[src/rtl/mem_arbiter.sv]
// Single-port memory arbiter: serialises IF fetches and MEM loads/stores onto one
// variable-latency memory, returning read data and per-stage stall signals.
module mem_arbiter #(
  parameter int ADDR_W  = 32,
  parameter int DATA_W  = 32,
  parameter int TIMEOUT = 16
) (
  input  logic              clk,
  input  logic              rst,
  input  logic              start,
  input  logic              if_req,
  input  logic [ADDR_W-1:0] if_addr,
  output logic [DATA_W-1:0] if_rdata,
  output logic              if_ack,
  output logic              if_stall,
  input  logic              dm_req,
  input  logic              dm_we,
  input  logic [ADDR_W-1:0] dm_addr,
  input  logic [DATA_W-1:0] dm_wdata,
  output logic [DATA_W-1:0] dm_rdata,
  output logic              dm_ack,
  output logic              dm_stall,
  output logic              mem_cs,
  output logic              mem_we,
  output logic [ADDR_W-1:0] mem_addr,
  output logic [DATA_W-1:0] mem_wdata,
  input  logic [DATA_W-1:0] mem_rdata,
  input  logic              mem_ack,
  output logic              err,
  output logic              busy
);

  localparam int CNT_W = (TIMEOUT > 1) ? $clog2(TIMEOUT) : 1;
  localparam logic [CNT_W-1:0] CNT_LAST = CNT_W'(TIMEOUT - 1);
  localparam logic TO_EN = (TIMEOUT != 0);

  typedef enum logic [1:0] {IDLE, IF_ACC, DM_ACC, DONE} state_t;

  state_t           state, state_nx;
  logic             owner_dm;
  logic             last_dm;
  logic             flushed;
  logic             to_flag;
  logic [CNT_W-1:0] cnt;
  logic             in_acc;
  logic             timeout_hit;
  logic             req_if_m, req_dm_m;
  logic             grant_if, grant_dm;

  assign in_acc      = (state == IF_ACC) || (state == DM_ACC);
  assign timeout_hit = TO_EN && in_acc && !mem_ack && (cnt == CNT_LAST);

  // In DONE the owner's request is still high for the access being acked, so it is masked.
  always_comb begin
    req_if_m = if_req;
    req_dm_m = dm_req;
    grant_if = 1'b0;
    grant_dm = 1'b0;
    state_nx = state;
    if (state == DONE) begin
      if (owner_dm) req_dm_m = 1'b0;
      else          req_if_m = 1'b0;
    end
    if (start && ((state == IDLE) || (state == DONE))) begin
      if (req_if_m && req_dm_m) begin
        grant_dm = !last_dm;
        grant_if = last_dm;
      end else begin
        grant_if = req_if_m;
        grant_dm = req_dm_m;
      end
    end
    case (state)
      IDLE, DONE: begin
        if (grant_dm)      state_nx = DM_ACC;
        else if (grant_if) state_nx = IF_ACC;
        else               state_nx = IDLE;
      end
      IF_ACC, DM_ACC: begin
        if (mem_ack || timeout_hit) state_nx = DONE;
      end
      default: state_nx = IDLE;
    endcase
  end

  assign if_ack   = (state == DONE) && !owner_dm && !flushed;
  assign dm_ack   = (state == DONE) && owner_dm;
  assign err      = (if_ack || dm_ack) && to_flag;
  assign busy     = (state != IDLE);
  assign if_stall = if_req & ~if_ack;
  assign dm_stall = dm_req & ~dm_ack;

  always_ff @(posedge clk) begin
    if (rst) begin
      state     <= IDLE;
      owner_dm  <= 1'b0;
      last_dm   <= 1'b0;
      flushed   <= 1'b0;
      to_flag   <= 1'b0;
      cnt       <= '0;
      mem_cs    <= 1'b0;
      mem_we    <= 1'b0;
      mem_addr  <= '0;
      mem_wdata <= '0;
      if_rdata  <= '0;
      dm_rdata  <= '0;
    end else begin
      state <= state_nx;
      if (in_acc) begin
        cnt <= cnt + 1'b1;
        // A fetch withdrawn mid-access (branch flush) still finishes at memory, unacked.
        if ((state == IF_ACC) && !if_req) flushed <= 1'b1;
        if (mem_ack) begin
          mem_cs <= 1'b0;
          mem_we <= 1'b0;
          if (state == IF_ACC) if_rdata <= mem_rdata;
          else if (!mem_we)    dm_rdata <= mem_rdata;
        end else if (timeout_hit) begin
          mem_cs  <= 1'b0;
          mem_we  <= 1'b0;
          to_flag <= 1'b1;
        end
      end
      if (state == DONE) begin
        last_dm <= owner_dm;
        cnt     <= '0;
        to_flag <= 1'b0;
        flushed <= 1'b0;
      end
      if (grant_if || grant_dm) begin
        mem_cs   <= 1'b1;
        owner_dm <= grant_dm;
        mem_addr <= grant_dm ? dm_addr : if_addr;
        mem_we   <= grant_dm & dm_we;
        if (grant_dm) mem_wdata <= dm_wdata;
        cnt     <= '0;
        to_flag <= 1'b0;
        flushed <= 1'b0;
      end
    end
  end

endmodule

[config.mk]
export PLATFORM = sky130hd
export DESIGN_NAME = mem_arbiter
export DESIGN_NICKNAME = d
export VERILOG_FILES = /design/src/rtl/mem_arbiter.sv
export SDC_FILE = /design/constraint.sdc
export NUM_CORES = 1
export LEC_CHECK = 0
export CAP_MARGIN = 10
export CORE_ASPECT_RATIO = 0.75
export CORE_MARGIN = 1.5
export CORE_UTILIZATION = 43
export CTS_CLUSTER_SIZE = 12
export DETAILED_ROUTE_END_ITERATION = 8
export PLACE_DENSITY = 0.95
export SETUP_SLACK_MARGIN = 0.15
export SLEW_MARGIN = 20
export SYNTH_ARGS = -nofsm -noshare
export SYNTH_HDL_FRONTEND = slang
export SYNTH_SLANG_ARGS = --single-unit
[constraint.sdc]
create_clock -name clk -period 4.33 [get_ports clk]
set_input_delay 0.6495 -clock clk [delete_from_list [all_inputs] [get_ports clk]]
set_output_delay 0.6495 -clock clk [all_outputs]
set_load 0.02 [all_outputs]
==> impl_metrics.env <==
export IMPL_ys_seq_area_share_pct=52.3
export IMPL_cts_sinks=140
export IMPL_nNetsFinal=1058
export IMPL_yosysTopAreaCell="dfxtp_1"
export IMPL_yosys_warnings=0
export IMPL_slew_headroom_pct=25.2
export IMPL_syn_inst=676
export IMPL_dp_hpwl_mm=11.7
export IMPL_p_per_area_nw_per_um2=586
export IMPL_io_buffers=270
export IMPL_wl_mm=16.7
export IMPL_crit_arrival_ns=2.33
export IMPL_crit_path_end_kind="output pin"
export IMPL_async_reset_ff_share_pct=0
export IMPL_synth_common_cells="nand2_1, dfxtp_1, a21oi_1, a311oi_1, clkbuf_1"
export IMPL_fin_util_pct=71.1
export IMPL_path_max_fanout=12
export IMPL_yosys_area_share_simple_pct=21.5
export IMPL_skew_ns=0.0111
export IMPL_dr_first_iter_drc_count=281
export IMPL_syn_area_um2=5360
export IMPL_crit_family="buffers and inverters"
export IMPL_ctsResizeCount=0
export IMPL_synthTopCellsByArea="dfxtp_1, nand2_1, a21oi_1, a311oi_1, clkbuf_1"
export IMPL_fin_hold_ws_ns=0.452
export IMPL_hold_viol=0
export IMPL_grt_max_degree=51
export IMPL_clk_pin_slew_ns=0.06
export IMPL_ant_nets=0
export IMPL_cp_required_ns=3.68
export IMPL_critPathMaxStageDelay_ns=0.61
export IMPL_worstPathCellList="ha_1 > nand2b_1 > nor2_1 > o21a_1 > clkdlybuf4s50_1"
export IMPL_synthXorXnorAreaFrac_pct=0.490
export IMPL_grt_total_usage_pct=25.0
export IMPL_clock_root_buffer="clkbuf_16"
export IMPL_detail_route_first_pass_iterations=6
export IMPL_worstHoldPathType="reg -> reg"
export IMPL_gp_congestion=0.827
export IMPL_synth_compound_area_share_pct=19.1
export IMPL_p_leak_nw=3.10
export IMPL_ys_flop_type="dfxtp_1"
export IMPL_synth_seq_cells=140
export IMPL_insertion_delay_ns=0.40
export IMPL_worst_slack_ns=1.35
export IMPL_synth_top_area_share_pct=52.3
export IMPL_setup_tns_ns=0
export IMPL_start_kind="flop"
export IMPL_cts_tree="built"
export IMPL_cts_buffer_depth=2
export IMPL_grt_pass1_vias=5373
export IMPL_vias_per_cell=5.08
export IMPL_tightest_slew_ns=1.12
export IMPL_ir_worst_vdd_uv=295
export IMPL_start_util_pct=43.9
export IMPL_drive_gt1_share_pct=5.48
export IMPL_htreeDepth=4
export IMPL_via_count=5571
export IMPL_antenna_found_initial=0
export IMPL_slew_violations=0
export IMPL_grt_pass1_wl_mm=26.4
export IMPL_synth_top_family_by_area="simple AND/OR/NAND/NOR gates"
export IMPL_die_w_um=132
export IMPL_grt_ovfl_total=0
export IMPL_drv_cap=0
export IMPL_synth_avg_cell_area_um2=7.93
export IMPL_place_ws_ns=1.44
export IMPL_path_class="reg -> out"
export IMPL_ys_types=36
export IMPL_cp_num_buf_inv=1
export IMPL_rsz0062_at_grt="false"
export IMPL_drc=0
export IMPL_synth_most_common_cell="nand2_1"
export IMPL_area_delta_synth_final_pct=61.9
export IMPL_cts_setup_buffers=0
export IMPL_synth_fa_ha_area_share_pct=0.933
export IMPL_hold_buffers=0
export IMPL_max_clock_freq_ghz=0.335
export IMPL_cp_slowest_cell="clkdlybuf4s50_1"
export IMPL_period_minus_slack_ns=2.98
export IMPL_final_area_um2=8690
export IMPL_io_pins=271
export IMPL_antennaDiodeCount=0
export IMPL_synth_edff_count=0
export IMPL_synthMuxAreaShare_pct=0.187
export IMPL_numCtsBuffers=17
export IMPL_placed_cell_area_um2=8090
export IMPL_routedWlPerCell_um=15.3
export IMPL_syn_num_nets=815
export IMPL_die_height_um=99.7
export IMPL_rows=35
export IMPL_status="finished, final reports clean"
export IMPL_final_setup_viol_count=0
export IMPL_core_area_um2=12200
export IMPL_fin_crit_sh_pct=68.9
export IMPL_die_area_um2=13200
-- worst paths after layout --
check | start | to | slack (ns) | cells past startpoint
setup / recovery | state[0] | err | 1.35 | 5
setup reg to reg | state[0] | mem_wdata[16] | 1.65 | 7
hold reg to reg | dm_rdata[20] | dm_rdata[20] | 0.45 | 2
hold / removal | dm_rdata[20] | dm_rdata[20] | 0.45 | 2
-- metrics by stage --
stage / power, mW / std cells
2_1_floorplan: 2.85 / 676
3_3_place_gp: 3.60 / 1066
3_5_place_dp: 3.65 / 1066
4_1_cts: 5.12 / 1097
5_1_grt: 5.36 / 1097
6_report: 5.09 / 1097
-- routing by layer --
layer | track usage [%] | wire length [µm]
met1 | 29.9 | 6940
met2 | 43.1 | 8310
met3 | 7.80 | 1300
met4 | 7.86 | 188
met5 | 0 | 0
-- sequential cells by signal, indices dropped and copies added (netlist names) --
| register | count |
|---|---|
| if_rdata | 32 |
| to_flag | 1 |
| mem_addr | 32 |
| mem_wdata | 32 |
| dm_rdata | 32 |
| last_dm | 1 |
| mem_we | 1 |
| state | 2 |
| flushed | 1 |
| cnt | 4 |
| mem_cs | 1 |
| owner_dm | 1 |
-- tightest hold or removal path: cells and delay by family (launching register included) --
kind	cells	cell delay, ns
AO/OA/AOI/OAI	1	0.05
flip-flops	1	0.31
AND/OR/NAND/NOR	1	0.05
-- logic make-up after synthesis --
logic type	Yosys count
AO/OA/AOI/OAI	176
flip-flops	140
AND/OR/NAND/NOR	290
XOR/XNOR	3
buffers and inverters	62
multiplexers	1
adder cells (fa/ha/maj)	4
-- power by group --
part	internal [mW]	switching (mW)	total, mW	leakage (nW)
sequential	1.55	0.141	1.69	1.14
clock	0.905	0.553	1.46	0.282
combinational	0.833	1.11	1.94	1.68
-- cells in the final DEF (no fill, tap or decap), drive strengths merged --
cell           count
clkdlybuf4s50    269
nand2            261
dfxtp            140
a21oi            133
a311oi            32
clkbuf            17
buf               11
nor2               9
inv                9
nor4               6
ha                 4
clkinvlp           4
clkinv             4
bufinv             3
o21ai              3
nand2b             2
nand3b             2
nand4              2
xor2               2
a21boi             2
and3               2
o21a               1
nor2b              1
nand3              1
a21o               1
a41oi              1
nor3               1
and2               1
mux2i              1
xnor2              1
nor4b              1
or4b               1
a22oi              1
o211ai             1
o22ai              1
-- cell type report --
class,count,area (µm²)
well taps,166,208
fillers,925,3530
clock inverters,14,170
multi-input cells,474,2280
clock buffers,17,425
inverters,6,22.5
repair buffers,280,2780
flip-flops and latches,140,2800
Note: power is estimated with default switching activity, not from simulation.
